===== config.mk =====
export PLATFORM = sky130hd
export DESIGN_NAME = inst_fetch
export DESIGN_NICKNAME = d
export VERILOG_FILES = /design/src/rtl/inst_fetch.sv
export SDC_FILE = /design/constraint.sdc
export NUM_CORES = 1
export LEC_CHECK = 0
export ABC_AREA = 0
export CORE_ASPECT_RATIO = 0.75
export CORE_UTILIZATION = 45
export CTS_CLUSTER_SIZE = 12
export DETAILED_ROUTE_END_ITERATION = 8
export PLACE_DENSITY_LB_ADDON = 0.05
export SLEW_MARGIN = 20
export SYNTH_ARGS = -nofsm -noshare
export SYNTH_HDL_FRONTEND = slang
export SYNTH_SLANG_ARGS = --single-unit

===== constraint.sdc =====
create_clock -name i_clk -period 9.8 [get_ports i_clk]
set_input_delay 2.94 -clock i_clk [delete_from_list [all_inputs] [get_ports i_clk]]
set_output_delay 2.94 -clock i_clk [all_outputs]
set_load 0.1 [all_outputs]

===== src/rtl/inst_fetch.sv =====
// inst_fetch: sequential PC fetch over req/ready, in-order response queue, redirect flush, ECALL halt.
// Define IFETCH_ALIGN_CHECK_EN to trap misaligned redirects into ERR and raise o_fetch_err.
module inst_fetch #(
  parameter logic [31:0] RESET_PC   = 32'h0000_0000,
  parameter int          FIFO_DEPTH = 4
) (
  input  logic        i_clk,
  input  logic        i_rst_n,
  output logic        o_imem_req,
  output logic [31:0] o_imem_addr,
  input  logic        i_imem_ready,
  input  logic        i_imem_rvalid,
  input  logic [31:0] i_imem_rdata,
  output logic        o_inst_valid,
  output logic [31:0] o_inst_data,
  output logic [31:0] o_inst_pc,
  input  logic        i_inst_ready,
  input  logic        i_redirect,
  input  logic [31:0] i_redirect_pc,
  input  logic        i_halt,
  output logic        o_fetch_err
);
  localparam int AW = $clog2(FIFO_DEPTH);
  localparam int CW = AW + 1;
  localparam logic [31:0] NOP = 32'h0000_0013;
  localparam logic [CW:0] DEPTH_W = (CW+1)'(FIFO_DEPTH);

  typedef enum logic [1:0] {IDLE, RUN, HALT, ERR} state_t;
  state_t state_q, state_d;

  logic [31:0]   fetch_pc_q, fetch_pc_d, resp_pc_q, resp_pc_d, last_pc_q, last_pc_d;
  logic [CW-1:0] count_q, count_d, outst_q, outst_d, drop_q, drop_d;
  logic [AW-1:0] wr_ptr_q, wr_ptr_d, rd_ptr_q, rd_ptr_d;
  logic [31:0]   data_mem [FIFO_DEPTH];
  logic [31:0]   pc_mem   [FIFO_DEPTH];

  logic        run, credit, redir, misalign, accept, push, pop;
  logic [31:0] target_pc;

`ifdef IFETCH_ALIGN_CHECK_EN
  assign target_pc = i_redirect_pc;
  assign misalign  = (i_redirect_pc[1:0] != 2'b00);
`else
  assign target_pc = {i_redirect_pc[31:2], i_redirect_pc[1:0] & 2'b00};
  assign misalign  = 1'b0;
`endif

  always_ff @(posedge i_clk) begin
    if (!i_rst_n) state_q <= IDLE;
    else          state_q <= state_d;
  end

  always_comb begin
    state_d = state_q;
    case (state_q)
      IDLE:    state_d = RUN;
      RUN: begin
        if (i_redirect && misalign) state_d = ERR;
        else if (i_halt)            state_d = HALT;
      end
      default: state_d = state_q;
    endcase
  end

  // Credit counts queued plus in-flight words, so every response always has a slot.
  always_comb begin
    run        = (state_q == RUN);
    credit     = (({1'b0, count_q} + {1'b0, outst_q}) < DEPTH_W);
    o_imem_req = run && !i_redirect && !i_halt && credit;
`ifdef IFETCH_ALIGN_CHECK_EN
    o_fetch_err = (state_q == ERR);
`else
    o_fetch_err = 1'b0;
`endif
  end

  assign redir        = i_redirect && run;
  assign accept       = o_imem_req && i_imem_ready;
  assign push         = i_imem_rvalid && (drop_q == '0) && !redir;
  assign pop          = o_inst_valid && i_inst_ready && !redir;
  assign o_imem_addr  = fetch_pc_q;
  assign o_inst_valid = (count_q != '0);
  assign o_inst_data  = o_inst_valid ? data_mem[rd_ptr_q] : NOP;
  assign o_inst_pc    = o_inst_valid ? pc_mem[rd_ptr_q] : last_pc_q;

  always_comb begin
    fetch_pc_d = fetch_pc_q;
    resp_pc_d  = resp_pc_q;
    drop_d     = drop_q;
    count_d    = count_q;
    wr_ptr_d   = wr_ptr_q;
    rd_ptr_d   = rd_ptr_q;
    last_pc_d  = o_inst_pc;
    outst_d    = outst_q + CW'(accept) - CW'(i_imem_rvalid);
    if (redir) begin
      // Everything still in flight, minus the word landing now, belongs to the old path.
      fetch_pc_d = target_pc;
      resp_pc_d  = target_pc;
      drop_d     = outst_q - CW'(i_imem_rvalid);
      count_d    = '0;
      wr_ptr_d   = '0;
      rd_ptr_d   = '0;
    end else begin
      if (accept) fetch_pc_d = fetch_pc_q + 32'd4;
      if (i_imem_rvalid && (drop_q != '0)) drop_d = drop_q - CW'(1);
      if (push) begin
        resp_pc_d = resp_pc_q + 32'd4;
        wr_ptr_d  = wr_ptr_q + AW'(1);
      end
      if (pop) rd_ptr_d = rd_ptr_q + AW'(1);
      count_d = count_q + CW'(push) - CW'(pop);
    end
  end

  always_ff @(posedge i_clk) begin
    if (!i_rst_n) begin
      fetch_pc_q <= RESET_PC;
      resp_pc_q  <= RESET_PC;
      last_pc_q  <= RESET_PC;
      count_q    <= '0;
      outst_q    <= '0;
      drop_q     <= '0;
      wr_ptr_q   <= '0;
      rd_ptr_q   <= '0;
    end else begin
      fetch_pc_q <= fetch_pc_d;
      resp_pc_q  <= resp_pc_d;
      last_pc_q  <= last_pc_d;
      count_q    <= count_d;
      outst_q    <= outst_d;
      drop_q     <= drop_d;
      wr_ptr_q   <= wr_ptr_d;
      rd_ptr_q   <= rd_ptr_d;
    end
  end

  always_ff @(posedge i_clk) begin
    if (push) begin
      data_mem[wr_ptr_q] <= i_imem_rdata;
      pc_mem[wr_ptr_q]   <= resp_pc_q;
    end
  end
endmodule


==> flow_summary.ini, run 1 <==
[run_status]
status = finished, final reports clean

[sta]
skew_ns = 0.0199
hold_viol = 0
maxSlewHeadroom_pct = 30.0
drv_slew = 0
min_period_ns = 7.57
fmax_mhz = 132
grt_setup_unrepaired = false
tns_ns = 0
fin_crit_sh_pct = 77.2
worst_pin_slew_ns = 1.05
finalSetupViolCount = 0

[detailed_routing]
routedWlPerCell_um = 19.4
dr.pass1.iters = 7
drc = 0
drtAntennaViolNets = 0
drt-total-wl_um = 31300
drt_iter0_markers = 504
routed-via-count = 8670
vias_per_cell = 5.38

[logic_synthesis]
yosysTopAreaCell = edfxtp_1
synth_edf_count = 248
synth_most_common_cell = edfxtp_1
ys_seq_area_share_pct = 66.9
synth_area_sq_um = 14400
synth_common_cells = 248 x edfxtp_1, 123 x nand2_1, 109 x dfxtp_1
synth_top_area_share_pct = 51.7
netlist_instances = 1013
postSynthAreaPerCell_sq_um = 14.2
async_reset_ff_share_pct = 0
synth-seq-cells = 357
yosysUniqueCellTypes = 46
yosysWarnings = 0
synth_area_leaders = edfxtp_1 52%, dfxtp_1 15%, mux4_2 9.7%
synthFlopType = edfxtp_1

[clocking]
hold_buffers = 0
path_clk_slew_ns = 0.06
clkLatencyLatePin_ns = 0.53
ctsRootBufferMaster = clkbuf_16
ctsResizeCount = 0
numCtsBuffers = 37
cts_tree = yes
htree_levels = 2
cts.sink_count = 357
clockBufferDepth = 3
cts_setup_buffers = 0

[cells_and_area]
final_nets = 1266
drive_gt1_share_pct = 11.6
syn_to_final_growth_pct = 22.2
fillers = 2595
fin_util_pct = 56.1
antenna_cells = 0

[critical_path]
crit_fanout = 3
crit_arrival_ns = 4.63
crit_buf_inv = 2
worstPathCellList = clkdlybuf4s50_1 -> nor4b_1 -> nand2_1 -> nor4_1 -> buf_4
endpoint_kind = output pin
worstPathRequired_ns = 6.86
cp_slowest_stage_delay_ns = 0.52
slowest_stage = nor4b_1
start_kind = input port
worstSetupPathType = in -> out
cp_top_family = simple AND/OR/NAND/NOR gates

[die]
die_x_um = 209
rows = 56
fp.coreArea_sq_um = 31400
die-area_sq_um = 32700
fp.dieH_um = 157
pin_count = 170
initial_core_util_pct = 45.9

[power]
leakage_uw = 0.00585
power_density_nw_per_um2 = 325
ir_drop_mv = 0.284

[placement]
portBuffers = 164
hpwl_um = 19200
gp_congestion = 0.785

[min_path]
hp-class = reg -> reg

[grt]
gr-total-overflow = 0
grt_first_pass_wirelength_um = 49400
grt_max_degree = 75
grt_usage_pct = 19.6
grt_pass1_vias = 8586
antenna_found_initial = 0

[job]
cap_viol_max_count = 0
[report_power, final]
group          internal [uW]  total [uW]  switching (uW)
registers               1790        1880            88.7
logic                    630        2510            1880
clock network            780        1330             553
total                   3200        5720            2530
[state kept, by name, indices dropped and copies added (netlist names), named ones only]
signal / cells
data_mem: 128
pc_mem: 120
last_pc_q: 32
o_imem_addr: 30
resp_pc_q: 30
count_q: 3
drop_q: 3
outst_q: 3
rd_ptr_q: 2
state_q: 2
wr_ptr_q: 2
[worst paths after layout]
kind | from | slack [ns] | end | cells after the start
max | i_redirect | 2.23 | o_imem_req | 5
min | last_pc_q[0] | 0.48 | last_pc_q[0] | 1
max reg2reg | count_q[1] | 6.39 | count_q[2] | 12
min reg2reg | last_pc_q[0] | 0.48 | last_pc_q[0] | 1
[stage by stage]
stage                     std cells  hold WS [ns]  worst slack [ns]  cell area (sq um)  power (uW)
after floorplan                1015         0.444             0.636              14400        3830
after global placement         1543         0.460              2.22              16400        4430
after detailed placement       1543         0.463              2.21              16400        4440
after CTS                      1610         0.479              2.18              17600        5780
after global routing           1611         0.500              2.11              17600        5960
final                          1611         0.478              2.23              17600        5720
[cell type report]
type	count	area, sq um	area share (%)
flip-flops and latches	357	9630	54.7
inverters	23	86.3	0.491
well taps	406	508	2.89
clock buffers	63	1090	6.17
multi-input cells	580	4480	25.4
clock inverters	4	48.8	0.277
repair buffers	178	1760	10.0
[kinds of logic after synthesis]
family,Yosys count,synth area share [%]
muxes,64,9.84
DFF,357,66.9
AOI/OAI and AO/OA,104,3.98
xor gates and xnor gates,56,3.41
other,1,0.0260
buffers and inverters,78,2.16
adders and majority gates,18,1.67
and+or+nand+nor,335,12.0
[layer usage]
metal	global-route usage [%]	wire length (um)
met3	3.39	1260
met1	28.1	14800
met4	6.13	696
met2	30.8	14500
met5	0	0
[cell usage in the layout, fill, tap and decap left out, drive strengths merged, types with 15 or more instances in the layout]
cell,Yosys,layout
nor4,16,16
a21oi,53,53
nand3,28,28
inv,22,24
nor2,20,20
mux4,62,62
xnor2,37,37
dfxtp,109,109
nor3,16,16
nand2,123,123
xor2,19,19
nand4,20,20
ha,16,16
buf,12,16
and3,15,15
clkbuf,43,63
and2,63,63
edfxtp,248,248
clkdlybuf4s50,0,162
o21ai,31,31
Power figures use the tool's default switching activity.
==> run 2: changes to the inputs <==
- clock period: 9.8 -> 7.9 ns (I/O delays scaled with it)
==> run 2 against run 1 <==
Against the previous run: sequential share of layout area increased by 0.16 points; final cell count about the same; flip-flop and latch count unchanged; routed wire length increased by 1.3%; final area decreased by 0.29%; combinational power increased by 23%; clock-buffer cell count decreased by 3; clock power increased by 19%; hold slack improved by 0.00064 ns; largest cell class unchanged.
==> flow_summary.ini, run 2 (synthesis results as in run 1) <==
[run_status]
status = finished, final reports clean

[die]
pin_count = 170
fp.dieH_um = 157
die_x_um = 209
initial_core_util_pct = 45.9
rows = 56
fp.coreArea_sq_um = 31400
die-area_sq_um = 32700

[critical_path]
worstSetupPathType = in -> out
slowest_stage = nor4b_1
crit_fanout = 3
start_kind = input port
worstPathCellList = clkdlybuf4s50_1 -> nor4b_1 -> nand2_1 -> nor4_2 -> buf_4
cp_slowest_stage_delay_ns = 0.52
crit_path_start = i_redirect
worstPathRequired_ns = 5.53
ff2ff_path_depth = 12
r2r-start = outst_q[2]
worstReg2RegEnd = outst_q[2]
endpoint_kind = output pin
crit_arrival_ns = 4.00
worstSetupEndpoint = o_imem_req
ff2ff_setup_slack_ns = 4.65

[sta]
tns_ns = 0
grt_setup_unrepaired = false
final.setup.worst_slack_ns = 1.53
hold_viol = 0
fin_crit_sh_pct = 80.7
finalSetupViolCount = 0
drv_slew = 0
skew_ns = 0.0232
maxSlewHeadroom_pct = 30.0
min_period_ns = 6.37
worst_pin_slew_ns = 1.05
fmax_mhz = 157

[power]
power_frac_comb_pct = 44.0
ir_drop_mv = 0.365
p_int_uw = 3900
switching_power_uw = 3120
power.share.switching_pct = 44.5
p_seq_share_pct = 33.4
p_clk_share_pct = 22.6
power_density_nw_per_um2 = 400
leakage_uw = 0.00583

[clocking]
cts_tree = yes
clockBufferDepth = 3
clkLatencyLatePin_ns = 0.53
cts.sink_count = 357
path_clk_slew_ns = 0.06
numCtsBuffers = 37
htree_levels = 2
hold_buffers = 0
ctsResizeCount = 0
cts_setup_buffers = 0
ctsRootBufferMaster = clkbuf_16

[cells_and_area]
top_register = data_mem
antenna_cells = 0
final_area_sq_um = 17500
largest_reg_flops = 128
fillers = 2609
final_common_cell = edfxtp_1
seqCellArea_sq_um = 9630
reg_top3 = data_mem x128, pc_mem x120, last_pc_q x32
syn_to_final_growth_pct = 21.9
fin_util_pct = 55.9
final_nets = 1268
multi_input_area_sq_um = 4480
final_cell_mix = 248 x edfxtp_1, 162 x clkdlybuf4s50_1, 122 x nand2_1
drive_gt1_share_pct = 11.6

[grt]
antenna_found_initial = 0
grt_first_pass_wirelength_um = 49400
gr-total-overflow = 0
grt_usage_pct = 19.8
grt_pass1_vias = 8495
grt_max_degree = 56

[detailed_routing]
vias_per_cell = 5.31
routedWlPerCell_um = 19.7
dr.pass1.iters = 4
routed-via-count = 8549
drt_iter0_markers = 507
drtAntennaViolNets = 0
drc = 0
drt-total-wl_um = 31700

[placement]
portBuffers = 164
gp_congestion = 0.775
hpwl_um = 20400
place_ws_ns = 1.57
placed_area_sq_um = 16500

[min_path]
hp-class = reg -> reg
min_delay_path_depth = 1

[job]
cap_viol_max_count = 0
run 2: changes by cell type in the layout (fill, tap and decap cells not counted):
cell,change
buf_16,-1
buf_4,+3
bufinv_16,-1
clkbuf_1,-2
clkbuf_16,-1
clkinv_1,+2
clkinv_2,-1
clkinv_8,+1
inv_6,-1
nor4_1,-1
nor4_2,+1
run 2: final cells by class:
cell class | count | share of cell area, %
multi-input combinational | 580 | 25.5
clock buffer | 60 | 6.00
clock inverter | 4 | 0.164
tap | 406 | 2.89
sequential | 357 | 54.9
inverter | 23 | 0.492
timing repair buffer | 180 | 10.0
run 2: worst min-delay path by stage:
stage	slack (ns)	from	to
after floorplan	0.44	last_pc_q[0]	last_pc_q[0]
after global placement	0.46	last_pc_q[1]	last_pc_q[1]
after detailed placement	0.47	last_pc_q[1]	last_pc_q[1]
after CTS	0.48	last_pc_q[1]	last_pc_q[1]
after global routing	0.51	last_pc_q[0]	last_pc_q[0]
final	0.48	last_pc_q[1]	last_pc_q[1]
run 2: layer usage:
| layer | part of all wire (%) | vias up | global-route usage [%] | routed length (um) |
|---|---|---|---|---|
| met5 | 0 | - | 0 | 0 |
| li1 | - | 4113 | - | - |
| met2 | 46 | 129 | 30.3 | 14500 |
| met1 | 50 | 4270 | 29.5 | 15700 |
| met3 | 3.6 | 37 | 3.43 | 1140 |
| met4 | 1.2 | 0 | 4.69 | 391 |
run 2: worst max-delay path, delay by kind of cell:
kind	cells	cell delay, ns
simple gates	3	0.82
buf+inv	2	0.80
run 2: through the flow:
stage	cells	hold slack, ns	power (uW)
after floorplan	1015	0.444	4750
after global placement	1546	0.461	5490
after detailed placement	1546	0.467	5510
after CTS	1610	0.479	7110
after global routing	1610	0.507	7320
final	1610	0.479	7020
run 2: power groups by stage:
stage	Combinational (uW)	Clock, uW	Sequential (uW)
after detailed placement	3110	0	2390
final	3090	1580	2350
after CTS	3120	1630	2360
after global routing	3230	1710	2380
after floorplan	2350	0	2400
after global placement	3100	0	2390
==> run 3: changes to the inputs <==
- clock period: 7.9 -> 5.4 ns (I/O delays scaled with it)
==> run 3 against run 2 <==
Against the previous run: hold slack better by 0.0029 ns; clock skew down 0.016 ns; highest routed layer unchanged; largest power group unchanged; via count rose by 1.4%; final area shrank 0.16%; flip-flop and latch count stayed put; combinational power grew 45%; clock-buffer cell count is 3 higher; routed wire length up 0.54%.
==> flow_summary.ini, run 3 (synthesis results as in run 1) <==
[min_path]
min_delay_path_depth = 1
min_from = last_pc_q[0]
whs_endpoint = last_pc_q[0]
hp-class = reg -> reg

[critical_path]
ff2ff_setup_slack_ns = 2.39
worstPathCellList = clkdlybuf4s50_1 -> nor4b_1 -> nand2_1 -> nor4_2 -> buf_12
worstReg2RegEnd = count_q[2]
cp_top_family = simple AND/OR/NAND/NOR gates
crit_fanout = 3
endpoint_kind = output pin
worstSetupPathType = in -> out
cp_slowest_stage_delay_ns = 0.50
slowest_stage = nor4b_1
r2r-start = count_q[1]
start_kind = input port
crit_arrival_ns = 3.20
worstPathRequired_ns = 3.78
ff2ff_path_depth = 11
crit_buf_inv = 2

[die]
rows = 56
fp.dieH_um = 157
initial_core_util_pct = 45.9
die-area_sq_um = 32700
fp.coreArea_sq_um = 31400
pin_count = 170
die_x_um = 209

[clocking]
ctsResizeCount = 0
cts.sink_count = 357
clkLatencyLatePin_ns = 0.52
numCtsBuffers = 37
ctsRootBufferMaster = clkbuf_16
cts_tree = yes
htree_levels = 2
cts_setup_buffers = 0
hold_buffers = 0
path_clk_slew_ns = 0.06
clockBufferDepth = 3

[grt]
grt_usage_pct = 19.9
antenna_found_initial = 0
grt_pass1_vias = 8617
grt_max_degree = 63
gr-total-overflow = 0
grt_first_pass_wirelength_um = 49900

[cells_and_area]
final_nets = 1274
largest_reg_flops = 128
final_cell_mix = 248 x edfxtp_1, 122 x nand2_1, 107 x dfxtp_1
final_common_cell = edfxtp_1
multi_input_area_sq_um = 4480
antenna_cells = 0
fillers = 2628
top_register = data_mem
syn_to_final_growth_pct = 21.7
fin_util_pct = 55.8
reg_top3 = data_mem x128, pc_mem x120, last_pc_q x32
seqCellArea_sq_um = 9630
drive_gt1_share_pct = 17.6

[sta]
worst_pin_slew_ns = 1.04
skew_ns = 0.00707
tns_ns = 0
final.setup.worst_slack_ns = 0.578
finalSetupViolCount = 0
hold_viol = 0
grt_setup_unrepaired = false
maxSlewHeadroom_pct = 30.2
min_period_ns = 4.82
fin_crit_sh_pct = 89.3
fmax_mhz = 207
drv_slew = 0

[power]
power_density_nw_per_um2 = 586
ir_drop_mv = 0.535
power.total_uw = 10300
leakage_uw = 0.00599

[detailed_routing]
drt-total-wl_um = 31900
dr.pass1.iters = 5
routed-via-count = 8670
vias_per_cell = 5.36
drt_iter0_markers = 488
drc = 0
drtAntennaViolNets = 0
routedWlPerCell_um = 19.7

[job]
cap_viol_max_count = 0

[run_status]
status = finished, final reports clean

[placement]
place_ws_ns = 0.580
gp_congestion = 0.801
portBuffers = 164
hpwl_um = 20600
run 3: cell type report:
| type | instances | area share [%] |
|---|---|---|
| inverters | 23 | 0.493 |
| well taps | 406 | 2.90 |
| repair buffers | 186 | 9.64 |
| flip-flops and latches | 357 | 55.0 |
| clock buffers | 63 | 6.26 |
| multi-input cells | 580 | 25.6 |
| clock inverters | 4 | 0.129 |
run 3: layer usage:
metal,up-vias,GRT usage [%],part of all wire (%)
met3,40,2.83,4.1
met2,190,30.8,46
met1,4318,29.7,49
li1,4122,-,-
met5,-,0,0
met4,0,4.83,1.5
run 3: per-stage QoR:
stage	instance area [sq um]	cells	hold WS, ns
final	17500	1619	0.481
after global routing	17500	1619	0.487
after CTS	17500	1619	0.482
after detailed placement	16400	1552	0.462
after global placement	16400	1552	0.458
after floorplan	14400	1015	0.444
run 3: where the power goes:
part / internal (uW) / total (uW) / leakage (uW) / switching [uW]
logic: 1040 / 4470 / 0.00228 / 3430
clock network: 1380 / 2380 / 0.000541 / 1000
registers: 3240 / 3410 / 0.00317 / 167
total: 5660 / 10300 / 0.00599 / 4590
run 3: worst max-delay path by stage:
stage | depth (start not counted) | slack [ns] | from | to
2_1_floorplan | 3 | 0.04 | i_redirect | o_imem_req
3_3_place_gp | 5 | 0.51 | i_redirect | o_imem_req
3_5_place_dp | 5 | 0.58 | i_redirect | o_imem_req
4_1_cts | 5 | 0.56 | i_redirect | o_imem_req
5_1_grt | 5 | 0.40 | i_redirect | o_imem_req
6_report | 5 | 0.58 | i_redirect | o_imem_req
